===== src/rtl/akuma_anim_controller.sv =====
// Per-frame action sequencer for the Akuma sprite: samples controls and hits on each
// frame_tick, steps the fighter state machine, and updates position, facing and animation.
module akuma_anim_controller #(
  parameter int X_START   = 100,
  parameter int X_MIN     = 0,
  parameter int X_MAX     = 500,
  parameter int FLOOR_Y   = 200,
  parameter int WALK_STEP = 2,
  parameter int PUSHBACK  = 4,
  parameter int JUMP_V0   = 12,
  parameter int FRAME_DIV = 6
) (
  input  logic       vga_clk,
  input  logic       reset_n,
  input  logic       frame_tick,
  input  logic       key_left,
  input  logic       key_right,
  input  logic       key_up,
  input  logic       key_punch,
  input  logic       key_kick,
  input  logic       hit,
  output logic [9:0] akuma_x,
  output logic [9:0] akuma_y,
  output logic [2:0] sprite_sel,
  output logic [1:0] anim_frame,
  output logic       facing_left,
  output logic       attack_active,
  output logic       busy
);

  typedef enum logic [2:0] {
    STAND   = 3'd0,
    WALK    = 3'd1,
    JUMP    = 3'd2,
    PUNCH   = 3'd3,
    KICK    = 3'd4,
    HITSTUN = 3'd5
  } state_t;

  localparam int DIV_W = (FRAME_DIV > 1) ? $clog2(FRAME_DIV) : 1;
  localparam logic [DIV_W-1:0] DIV_LAST = DIV_W'(FRAME_DIV - 1);
  localparam logic [DIV_W-1:0] DIV_ONE  = DIV_W'(1);
  localparam logic signed [10:0] WALK_D  = 11'(WALK_STEP);
  localparam logic signed [10:0] PUSH_D  = 11'(PUSHBACK);
  localparam logic signed [10:0] XMIN_S  = 11'(X_MIN);
  localparam logic signed [10:0] XMAX_S  = 11'(X_MAX);
  localparam logic signed [10:0] FLOOR_S = 11'(FLOOR_Y);
  localparam logic signed [5:0]  VEL0    = 6'(JUMP_V0);

  state_t            state, state_nxt;
  logic [9:0]        x_q, x_nxt, y_q, y_nxt;
  logic signed [5:0] vel_q, vel_nxt, vel_use;
  logic [DIV_W-1:0]  div_q, div_nxt;
  logic [1:0]        anim_q, anim_nxt;
  logic              facing_q, facing_nxt, pending_q;
  logic              hp, div_wrap, jump_step;
  logic signed [10:0] dx, drift, push, x_calc, y_calc;

  // Everything advances only on frame_tick; between ticks only hit pulses are latched.
  always_ff @(posedge vga_clk) begin
    if (!reset_n) begin
      state     <= STAND;
      x_q       <= 10'(X_START);
      y_q       <= 10'(FLOOR_Y);
      vel_q     <= '0;
      div_q     <= '0;
      anim_q    <= '0;
      facing_q  <= 1'b0;
      pending_q <= 1'b0;
    end else if (frame_tick) begin
      state     <= state_nxt;
      x_q       <= x_nxt;
      y_q       <= y_nxt;
      vel_q     <= vel_nxt;
      div_q     <= div_nxt;
      anim_q    <= anim_nxt;
      facing_q  <= facing_nxt;
      pending_q <= 1'b0;
    end else if (hit) begin
      pending_q <= 1'b1;
    end
  end

  always_comb begin
    hp         = pending_q | hit;
    div_wrap   = (div_q == DIV_LAST);
    drift      = '0;
    if (key_left && !key_right)      drift = -WALK_D;
    else if (key_right && !key_left) drift = WALK_D;
    push       = facing_q ? PUSH_D : -PUSH_D;
    state_nxt  = state;
    facing_nxt = facing_q;
    dx         = '0;
    jump_step  = 1'b0;
    vel_use    = vel_q;
    vel_nxt    = vel_q;
    y_nxt      = y_q;

    case (state)
      STAND, WALK: begin
        if (hp) begin
          state_nxt = HITSTUN;
          dx        = push;
        end else if (key_punch) begin
          state_nxt = PUNCH;
        end else if (key_kick) begin
          state_nxt = KICK;
        end else if (key_up) begin
          state_nxt = JUMP;
          jump_step = 1'b1;
          vel_use   = VEL0;
          dx        = drift;
        end else if (key_left ^ key_right) begin
          state_nxt  = WALK;
          facing_nxt = key_left;
          dx         = drift;
        end else begin
          state_nxt = STAND;
        end
      end
      PUNCH: begin
        if (hp) begin
          state_nxt = HITSTUN;
          dx        = push;
        end else if (div_wrap && anim_q == 2'd2) begin
          state_nxt = STAND;
        end
      end
      KICK: begin
        if (hp) begin
          state_nxt = HITSTUN;
          dx        = push;
        end else if (div_wrap && anim_q == 2'd3) begin
          state_nxt = STAND;
        end
      end
      HITSTUN: begin
        if (div_wrap && anim_q == 2'd1) state_nxt = STAND;
        else                            dx        = push;
      end
      JUMP: begin
        jump_step = 1'b1;
        dx        = drift;
      end
      default: state_nxt = STAND;
    endcase

    // The take-off tick is the first ballistic step, using the launch velocity.
    y_calc = $signed({1'b0, y_q}) - $signed({{5{vel_use[5]}}, vel_use});
    if (jump_step) begin
      vel_nxt = vel_use - 6'sd1;
      if (y_calc >= FLOOR_S && vel_use[5]) begin
        y_nxt     = 10'(FLOOR_Y);
        vel_nxt   = '0;
        state_nxt = STAND;
      end else begin
        y_nxt = y_calc[9:0];
      end
    end

    x_calc = $signed({1'b0, x_q}) + dx;
    if (x_calc < XMIN_S)      x_nxt = 10'(X_MIN);
    else if (x_calc > XMAX_S) x_nxt = 10'(X_MAX);
    else                      x_nxt = x_calc[9:0];

    if (state_nxt != state) begin
      div_nxt  = '0;
      anim_nxt = '0;
    end else if (div_wrap) begin
      div_nxt  = '0;
      anim_nxt = (state == JUMP && anim_q == 2'd3) ? anim_q : anim_q + 2'd1;
    end else begin
      div_nxt  = div_q + DIV_ONE;
      anim_nxt = anim_q;
    end
  end

  always_comb begin
    akuma_x       = x_q;
    akuma_y       = y_q;
    sprite_sel    = state;
    anim_frame    = anim_q;
    facing_left   = facing_q;
    attack_active = ((state == PUNCH) && (anim_q == 2'd1)) ||
                    ((state == KICK)  && (anim_q == 2'd2));
    busy          = (state == JUMP) || (state == PUNCH) ||
                    (state == KICK) || (state == HITSTUN);
  end

endmodule

===== config.mk =====
export PLATFORM = sky130hd
export DESIGN_NAME = akuma_anim_controller
export DESIGN_NICKNAME = d
export VERILOG_FILES = /design/src/rtl/akuma_anim_controller.sv
export SDC_FILE = /design/constraint.sdc
export NUM_CORES = 1
export LEC_CHECK = 0
export ABC_AREA = 1
export CORE_MARGIN = 1
export CORE_UTILIZATION = 55
export CTS_CLUSTER_DIAMETER = 60
export DETAILED_ROUTE_END_ITERATION = 16
export GPL_TIMING_DRIVEN = 1
export MAX_ROUTING_LAYER = met4
export PLACE_DENSITY_LB_ADDON = 0.12
export SLEW_MARGIN = 20
export SYNTH_ARGS = -nofsm -noshare
export SYNTH_HDL_FRONTEND = slang
export SYNTH_SLANG_ARGS = --single-unit
export TNS_END_PERCENT = 10

===== constraint.sdc =====
create_clock -name vga_clk -period 5.59 [get_ports vga_clk]
set_input_delay 0.559 -clock vga_clk [delete_from_list [all_inputs] [get_ports vga_clk]]
set_output_delay 0.559 -clock vga_clk [all_outputs]
set_load 0.005 [all_outputs]

==> key figures <==
Placement
  • Port Buffer Count: 35
  • Inst Count DP: 500
  • Dpl ws: 936 ps
  • Final GP Congestion: 0.878
  • Placed Area: 3210 um^2
  • DP HPWL: 4970 um

Critical path
  • WP data required: 5730 ps
  • CP peak stage delay: 600 ps
  • CP arrival: 4610 ps
  • Slowest CP cell: o211ai_1
  • Worst Setup Start Kind: primary input
  • CP Class: primary input to register
  • Crit. End Element: register
  • Most frequent CP cell: nor2_1
  • Top delay family on crit path: compound AO/OA/AOI/OAI gates
  • Worst-path cell chain: clkdlybuf4s50_1 > nor2_1 > nand3_1 > a32oi_1 > nor2_1 > o211ai_1 > ha_1 > a21oi_1 > o21ai_0 > a21oi_1 > nor2_1 > o21ai_0 > nand2_1 > xnor2_1 > inv_1 > a31oi_1 > nor2_1 > inv_1 > nand2_1 > a22oi_1 > nor2_1
  • Crit path max fanout: 8
  • Buffers and inverters on the worst path: 3

Finish
  • Area grow syn2layout: 16.9%
  • Post-route cell area: 3290 um^2
  • # nets final: 474
  • Share of cells above drive strength 1: 10.7%
  • Leading cell type in the layout, fill and taps excluded: nand2_1
  • Multi-input logic area: 1840 um^2
  • Most frequent cells in the layout: nand2_1, inv_1, dfxtp_1, clkdlybuf4s50_1, a21oi_1
  • Layout Cells excl Fill: 508
  • Register area: 701 um^2
  • Fill count: 465
  • Diode count: 0

CTS
  • Clock sink count: 35
  • Num CTS Buffers: 5
  • Clock Tree Buf Depth: 2
  • Post-CTS Resized: 0
  • TritonCTS clock tree: yes
  • H-tree Lvls: 2
  • Register clock-pin slew on the reported worst setup and hold paths: 70 ps
  • Skew-Pair Late Insertion Delay: 290 ps
  • Postcts setup bufs: 0
  • Post-cts hold buffer count: 0
  • CTS root buffer: clkbuf_8

STA
  • RSZ-0062 raised after global routing: no
  • Final Max Slew Viols: 0
  • Fmax: 224 MHz
  • Final period util: 79.8%
  • Setup WS post-layout: 1130 ps
  • Worst slew margin: 49.6%
  • Clock skew: 9.56 ps
  • Fin. Hold Viols: 0
  • # setup viols final: 0
  • Final setup TNS: 0 ps
  • Fin crit period: 4460 ps
  • Worst-margin pin slew: 756 ps

Routing
  • Routed vias: 2,699
  • Routed Antenna Nets: 0
  • Total Wirelength: 6570 um
  • Routed wire length per instance: 12.9 um
  • DR iter-0 viols: 172
  • DRT Pass-1 Iters: 5
  • Drt drc: 0
  • Routed vias/inst: 5.31

Yosys
  • Sequential area share after synthesis: 24.9%
  • Area contributors post-synth: dfxtp_1, nand2_1, ha_1, inv_1, a21oi_1
  • Post-Syn Area: 2820 um^2
  • Syn avg cell area: 6.95 um^2
  • Area leader, netlist: dfxtp_1
  • Unique masters post-synth: 43
  • Yosys reg bits: 35
  • Post-synth EDFFs: 0
  • Post-synth top area share: 24.9%
  • Ys async rst share: 0%
  • Post-synth net total: 439
  • Synth Instances: 405
  • Top FF cell, synth: dfxtp_1
  • Yosys warning count: 0

GRT
  • First-pass GRT wire length: 10,900 um
  • Grt total ovfl: 0
  • Tot GR Track Use: 26.8%
  • Vias in the first global route: 2,410
  • Antenna violations before repair: 0
  • Largest net degree at the start of global routing: 21

Power and ir drop
  • Power Density: 275 nW/um^2
  • Leak: 0.00148 uW
  • Peak VDD IR: 0.199 mV

Die
  • Row Count: 25
  • Die width: 73.6 um
  • Number of top-level pins: 37
  • Core Region: 4820 um^2
  • Die Area: 5410 um^2
  • Die Ht: 73.6 um
  • Initial Util: 58.5%

Status
  • Status: completed

Min path
  • Hold crit path type: register to register

Flow run
  • Total of max-cap violations: 0
-- Yosys cell counts, drive strengths merged, types with 6 or more instances --
master,number
nand2,96
inv,64
nor2,40
dfxtp,35
a21oi,33
nand3,27
ha,23
o21ai,19
xor2,8
nor3,6
xnor2,6
-- worst reg2reg max path: stages, from the launching register on --
cell and delay, ps:
dfxtp_1 500, nand2_1 140, nor2_1 180, inv_1 90
a32oi_1 220, nor2_1 90, o211ai_1 600, ha_1 400
a21oi_1 200, o21ai_0 100, a21oi_1 190, nor2_1 70
o21ai_0 150, nand2_1 110, xnor2_1 200, inv_1 60
a31oi_1 330, nor2_1 100, inv_1 120, nand2_1 60
a22oi_1 150, nor2_1 50
-- layout make-up --
class | count | share of cell area, %
multi-input cells | 299 | 55.8
flip-flops and latches | 35 | 21.3
repair buffers | 35 | 10.6
well taps | 67 | 2.55
clock inverters | 1 | 0.152
clock buffers | 7 | 2.32
inverters | 64 | 7.29
-- routing by layer --
layer | global-route usage [%] | share of wire (%) | vias up
met2 | 40.1 | 44 | 65
met4 | 7.05 | 0.55 | 0
met3 | 4.53 | 5.2 | 6
met1 | 37.1 | 50 | 1223
li1 | - | - | 1405
met5 | - | 0 | -
-- power by group --
| part | total [uW] | leakage [uW] | switching [uW] | internal, uW |
|---|---|---|---|---|
| registers | 291 | 0.000285 | 20.8 | 270 |
| logic | 433 | 0.00116 | 252 | 181 |
| clock network | 181 | 0.0000422 | 93.8 | 87.5 |
-- path summary, 6_finish.rpt --
path / from / endpoint / slack, ps / cells past startpoint
max: key_punch / akuma_x[8] / 1130 / 21
min: akuma_x[9] / akuma_x[9] / 450 / 2
max reg2reg: sprite_sel[1] / akuma_x[8] / 1360 / 21
min reg2reg: akuma_x[9] / akuma_x[9] / 450 / 2
-- sequential cells by signal, summed over array words and instances, names as in the netlist --
register / flops
facing_left: 1
akuma_x: 9
sprite_sel: 3
vel_q: 6
pending_q: 1
anim_frame: 2
akuma_y: 10
div_q: 3
-- per-stage QoR --
stage                     utilization [%]  hold WS, ps  total power [uW]
after floorplan                         -          442               609
after global placement               66.7          442               713
after detailed placement             66.7          448               719
after CTS                            68.4          457               906
after global routing                 68.4          474               976
final                                68.4          453               905
-- logic make-up after synthesis --
kind of cell | count (synthesis) | share of synthesized area (%)
buf+inv | 71 | 9.91
flops | 35 | 24.9
xor+xnor | 14 | 4.35
other cells | 1 | 0.133
fa+ha+maj | 25 | 11.6
simple gates | 178 | 31.4
compound gates | 81 | 17.7
No activity file was read; power rests on OpenSTA's default activity.
